<file path="src/rtl/gpio_reg_bus_master.sv">
// GPIO/ADC register bus initiator: command FIFO feeding a strobe
// sequencer, with one outstanding transaction and a registered response.
module gpio_reg_bus_master #(
  parameter int AddrWidth    = 16,
  parameter int BusWidth     = 32,
  parameter int FifoDepth    = 4,
  parameter int StrobeCycles = 2,
  parameter int ReadLatency  = 5,
  parameter int GapCycles    = 2
) (
  input  logic                 reg_clk,
  input  logic                 reset_in,
  input  logic                 cmd_valid,
  output logic                 cmd_ready,
  input  logic                 cmd_write,
  input  logic [AddrWidth-1:0] cmd_addr,
  input  logic [BusWidth-1:0]  cmd_wdata,
  output logic                 rsp_valid,
  input  logic                 rsp_ready,
  output logic                 rsp_write,
  output logic [BusWidth-1:0]  rsp_rdata,
  output logic                 chip_sel,
  output logic                 write_reg,
  output logic                 read_reg,
  output logic [AddrWidth-3:0] busaddress,
  output logic [BusWidth-1:0]  busdata_in,
  input  logic [BusWidth-1:0]  busdata_to_cpu,
  output logic                 busy
);

  localparam int PtrW = $clog2(FifoDepth);
  localparam int CntW = PtrW + 1;

  typedef struct packed {
    logic                 wr;
    logic [AddrWidth-3:0] addr;
    logic [BusWidth-1:0]  data;
  } cmd_t;

  typedef enum logic [2:0] {
    IDLE, SETUP, STROBE, WAIT, RESP, GAP
  } state_t;

  cmd_t            mem_q [FifoDepth];
  logic [PtrW-1:0] wr_ptr_q, rd_ptr_q;
  logic [CntW-1:0] count_q;
  logic            empty, full, push, pop;
  cmd_t            head, cmd_in;

  state_t               state_q;
  logic [3:0]           cnt_q;
  logic                 rw_q, cs_q, wr_q, rd_q;
  logic [AddrWidth-3:0] addr_q;
  logic [BusWidth-1:0]  data_q, rdata_q;
  logic                 rsp_valid_q, rsp_write_q;

  logic unused_addr_lsb;
  assign unused_addr_lsb = ^cmd_addr[1:0];

  assign empty  = (count_q == '0);
  assign full   = (count_q == CntW'(FifoDepth));
  assign push   = cmd_valid && !full;
  assign pop    = (state_q == IDLE) && !empty;
  assign head   = mem_q[rd_ptr_q];
  assign cmd_in = '{wr: cmd_write,
                    addr: cmd_addr[AddrWidth-1:2],
                    data: cmd_wdata};

  always_ff @(posedge reg_clk) begin
    if (push) mem_q[wr_ptr_q] <= cmd_in;
  end

  always_ff @(posedge reg_clk or posedge reset_in) begin
    if (reset_in) begin
      wr_ptr_q <= '0;
      rd_ptr_q <= '0;
      count_q  <= '0;
    end else begin
      if (push) wr_ptr_q <= wr_ptr_q + PtrW'(1);
      if (pop)  rd_ptr_q <= rd_ptr_q + PtrW'(1);
      if (push && !pop)      count_q <= count_q + CntW'(1);
      else if (pop && !push) count_q <= count_q - CntW'(1);
    end
  end

  // Counters load with values >= 1 and only step down while above 1.
  always_ff @(posedge reg_clk or posedge reset_in) begin
    if (reset_in) begin
      state_q     <= IDLE;
      cnt_q       <= '0;
      rw_q        <= 1'b0;
      cs_q        <= 1'b0;
      wr_q        <= 1'b0;
      rd_q        <= 1'b0;
      addr_q      <= '0;
      data_q      <= '0;
      rdata_q     <= '0;
      rsp_valid_q <= 1'b0;
      rsp_write_q <= 1'b0;
    end else begin
      unique case (state_q)
        IDLE: begin
          if (!empty) begin
            rw_q    <= head.wr;
            addr_q  <= head.addr;
            data_q  <= head.data;
            cs_q    <= 1'b1;
            state_q <= SETUP;
          end
        end
        SETUP: begin
          wr_q    <= rw_q;
          rd_q    <= !rw_q;
          cnt_q   <= 4'(StrobeCycles);
          state_q <= STROBE;
        end
        STROBE: begin
          if (cnt_q == 4'd1) begin
            wr_q    <= 1'b0;
            rd_q    <= 1'b0;
            cnt_q   <= rw_q ? 4'd1 : 4'(ReadLatency);
            state_q <= WAIT;
          end else if (cnt_q != 4'd0) begin
            cnt_q <= cnt_q - 4'd1;
          end
        end
        WAIT: begin
          if (cnt_q == 4'd1) begin
            rdata_q     <= rw_q ? '0 : busdata_to_cpu;
            rsp_write_q <= rw_q;
            rsp_valid_q <= 1'b1;
            state_q     <= RESP;
          end else if (cnt_q != 4'd0) begin
            cnt_q <= cnt_q - 4'd1;
          end
        end
        RESP: begin
          if (rsp_ready) begin
            rsp_valid_q <= 1'b0;
            cs_q        <= 1'b0;
            cnt_q       <= 4'(GapCycles);
            state_q     <= GAP;
          end
        end
        GAP: begin
          if (cnt_q <= 4'd1) state_q <= IDLE;
          else               cnt_q   <= cnt_q - 4'd1;
        end
        default: state_q <= IDLE;
      endcase
    end
  end

  assign cmd_ready  = !full;
  assign busy       = (state_q != IDLE) || !empty;
  assign chip_sel   = cs_q;
  assign write_reg  = wr_q;
  assign read_reg   = rd_q;
  assign busaddress = addr_q;
  assign busdata_in = data_q;
  assign rsp_valid  = rsp_valid_q;
  assign rsp_write  = rsp_write_q;
  assign rsp_rdata  = rdata_q;

endmodule

</file>
<file path="config.mk">
export PLATFORM = sky130hd
export DESIGN_NAME = gpio_reg_bus_master
export DESIGN_NICKNAME = d
export VERILOG_FILES = /design/src/rtl/gpio_reg_bus_master.sv
export SDC_FILE = /design/constraint.sdc
export NUM_CORES = 1
export LEC_CHECK = 0
export CORE_ASPECT_RATIO = 1.2
export CORE_UTILIZATION = 35
export DETAILED_ROUTE_END_ITERATION = 7
export GPL_TIMING_DRIVEN = 0
export PLACE_DENSITY = 0.56
export SLEW_MARGIN = 15
export SYNTH_ARGS = -nofsm -noshare
export SYNTH_HDL_FRONTEND = slang
export SYNTH_SLANG_ARGS = --single-unit
</file>
<file path="constraint.sdc">
create_clock -name reg_clk -period 4.67 [get_ports reg_clk]
set_clock_uncertainty 0.2 [all_clocks]
set_input_delay 1.1675 -clock reg_clk [delete_from_list [all_inputs] [get_ports reg_clk]]
set_output_delay 1.1675 -clock reg_clk [all_outputs]
set_load 0.02 [all_outputs]
</file>
==> flow_summary.ini, run 1 <==
[status]
outcome = complete, no violations

[clock_tree]
post_cts_buffers = 0
cts_tree = done
cts_buffer_depth = 3
cts-htree-levels = 1
numCtsBuffers = 30
hold_buffers = 0
clk_latency_ps = 540
path_clk_slew_ps = 60
clockRootBuffer = clkbuf_16
postCtsResizedCells = 0
clock-sinks = 286

[place]
dpl.hpwl_um = 15300
io_buffer_count = 167
place_inst = 1194
place_area_um2 = 13500
place_congestion = 0.800

[worst_setup_path]
cp-endpoint = busy
worstSetupStartpoint = state_q[0]$_DFFE_PP0P_
max_stage_delay_ps = 620
cpMaxStageDelayCell = clkdlybuf4s50_1
critical_path_class = reg -> out
reg2reg_to = count_q[2]$_DFFE_PP0P_
crit_arrival_ps = 2510
crit_chain = clkbuf_1 -> clkbuf_1 -> nand3b_1 -> clkdlybuf4s50_1
reg2reg_slack_ps = 1840
crit_top_cell = clkbuf_1
r2r_start = count_q[0]$_DFFE_PP0P_
cp-end-kind = primary output
start_kind = flip-flop
path_buf_inv = 3
critPathTopFamily = buffers and inverters
crit_cells = 4
worstPathMaxFanout = 10
required_ps = 3300
r2r.worst_path.cells = 9

[global_routing]
grt_pass1_wl_um = 36800
antenna_found_initial = 1
grt_start_max_net_pins = 67
gr-total-overflow = 0
grt_pass1_vias = 6453
grt_usage_pct = 14.9

[yosys]
ys_top_cells_by_count = edfxtp_1 (188), dfrtp_1 (98), mux2_2 (49)
ys_types = 48
yosysTopAreaCell = edfxtp_1
synth_ff_type = edfxtp_1
syn_area_um2 = 11200
synth_area_per_cell_um2 = 18.0
syn_inst = 621
synth_nets = 714
ys_warn_count = 0
synth_top_area_share_pct = 50.6
yosysSeqAreaShare_pct = 72.6
synth-seq-cells = 286
synth_most_common_cell = edfxtp_1
ys_top_cells_by_area = edfxtp_1 (51%), dfrtp_1 (22%), mux4_2 (9.5%), mux2_2 (4.9%), nand3b_1 (2.3%)
synth-edff-count = 188
synthArstFlopShare_pct = 34.3

[layout]
fin_area_um2 = 14500
layout.nets = 918
area_delta_synth_final_pct = 30.0
top_register = mem_q
drive_above_1_share_pct = 20.8
stdcell_count = 1251
largest_register_ffs = 188

[flow_run]
drv_cap = 0

[sta]
tns_ps = 0
finalCritPeriodShare_pct = 83.0
worst_pin_slew_ps = 772
slew_violations = 0
hold_viol_final = 0
setup_viol = 0
holdWs_ps = 302
clock.fmax_ghz = 0.258
rsz0062_at_grt = false
period_needed_ps = 3870
slew_headroom_pct = 48.5

[floorplanning]
ios = 170
die_h_um = 198
fp.coreArea_um2 = 31400
die-area_um2 = 32600
rows = 71
die_w_um = 165
initial_core_util_pct = 35.6

[route]
drtIter0Drc = 388
top_layer = met4
wl_met2_um = 11400
drc = 0
vias = 6022
wirelength_um = 23600
vias_per_cell = 4.81
wire_per_inst_um = 18.9
dr_wl_met3_um = 1980
dr.pass1.iters = 6
met1_length_um = 9800
ant_nets = 0

[power_and_ir_drop]
ir_drop_uv = 348
power.total_mw = 9.83
p_per_area_nw_per_um2 = 678
p_leak_nw = 5.26

[hold_path]
hp-class = reg -> reg
==> placed cells by master (no fill, tap or decap), drive strengths merged, types with 2 or more instances in the layout <==
cell type and count:
nor2 10, nand3 2, xnor2 3, nand2 8
nand3b 34, clkinv 13, o2111ai 2, a21o 2
clkinvlp 3, a21oi 10, mux4 47, and3 6
or3 2, bufinv 5, edfxtp 188, mux2 49
clkbuf 46, dfrtp 98, inv 43, clkdlybuf4s50 167
buf 27, a22o 4, o21ai 47, ha 7
nor3 2, nand2b 3, xor2 4
==> worst min-delay path by stage <==
| stage | depth (start not counted) | endpoint | start | slack [ps] |
|---|---|---|---|---|
| 6_report | 1 | busdata_in[8]$_DFFE_PP0P_ | busdata_in[8]$_DFFE_PP0P_ | 300 |
| 5_1_grt | 1 | busdata_in[22]$_DFFE_PP0P_ | busdata_in[22]$_DFFE_PP0P_ | 320 |
| 4_1_cts | 1 | busdata_in[8]$_DFFE_PP0P_ | busdata_in[8]$_DFFE_PP0P_ | 310 |
| 3_5_place_dp | 1 | busdata_in[8]$_DFFE_PP0P_ | busdata_in[8]$_DFFE_PP0P_ | 290 |
| 3_3_place_gp | 1 | busdata_in[11]$_DFFE_PP0P_ | busdata_in[11]$_DFFE_PP0P_ | 290 |
| 2_1_floorplan | 1 | count_q[2]$_DFFE_PP0P_ | count_q[2]$_DFFE_PP0P_ | 280 |
==> metrics by stage <==
stage	util, %	worst slack [ps]
after global routing	46.3	649
after CTS	46.3	773
after floorplan	-	740
after detailed placement	43.0	1280
after global placement	42.5	-1500
final	46.3	796
==> layer usage <==
layer / up-vias / global-route usage [%]
met1: 3029 / 18.8
met5: - / 0
met3: 33 / 4.43
met4: 0 / 3.47
li1: 2780 / -
met2: 180 / 25.2
==> where the power goes <==
| group | total (mW) | internal, mW | switching, mW |
|---|---|---|---|
| Sequential | 3.79 | 3.49 | 0.308 |
| Clock | 2.45 | 1.48 | 0.967 |
| Combinational | 3.59 | 1.79 | 1.80 |
| Total | 9.83 | 6.76 | 3.07 |
==> logic make-up after synthesis <==
kind of cell             Yosys count  share of synthesized area [%]
AND/OR/NAND/NOR                   72                           4.17
multiplexers                      97                           14.5
flip-flops                       286                           72.6
buffers and inverters             76                           3.29
XOR/XNOR                           7                          0.550
AO/OA/AOI/OAI                     75                           3.91
adder cells (fa/ha/maj)            8                          0.965
==> final cells by class <==
cell class,instances,area (um2)
well taps,401,502
multi-input cells,259,2710
fillers,2763,16900
inverters,42,163
clock inverters,22,240
diodes,1,2.50
flip-flops and latches,286,8100
repair buffers,172,1790
clock buffers,34,787
plain buffers,34,209
No activity file was read; power rests on OpenSTA's default activity.
==> run 2: changes to the inputs <==
clock period = 3.9 ns   (was 4.67 ns; I/O delays follow)
==> results of run 2 <==
The final DEF is identical to that of run 1. Status: complete, no violations.
Among the figures that moved: setup slack after placement 1280 ps -> 704 ps; setup slack after layout 796 ps -> 218 ps; register-to-register setup slack 1840 ps -> 1070 ps; total power 9.83 mW -> 11.8 mW; worst IR drop on VDD 348 uV -> 417 uV
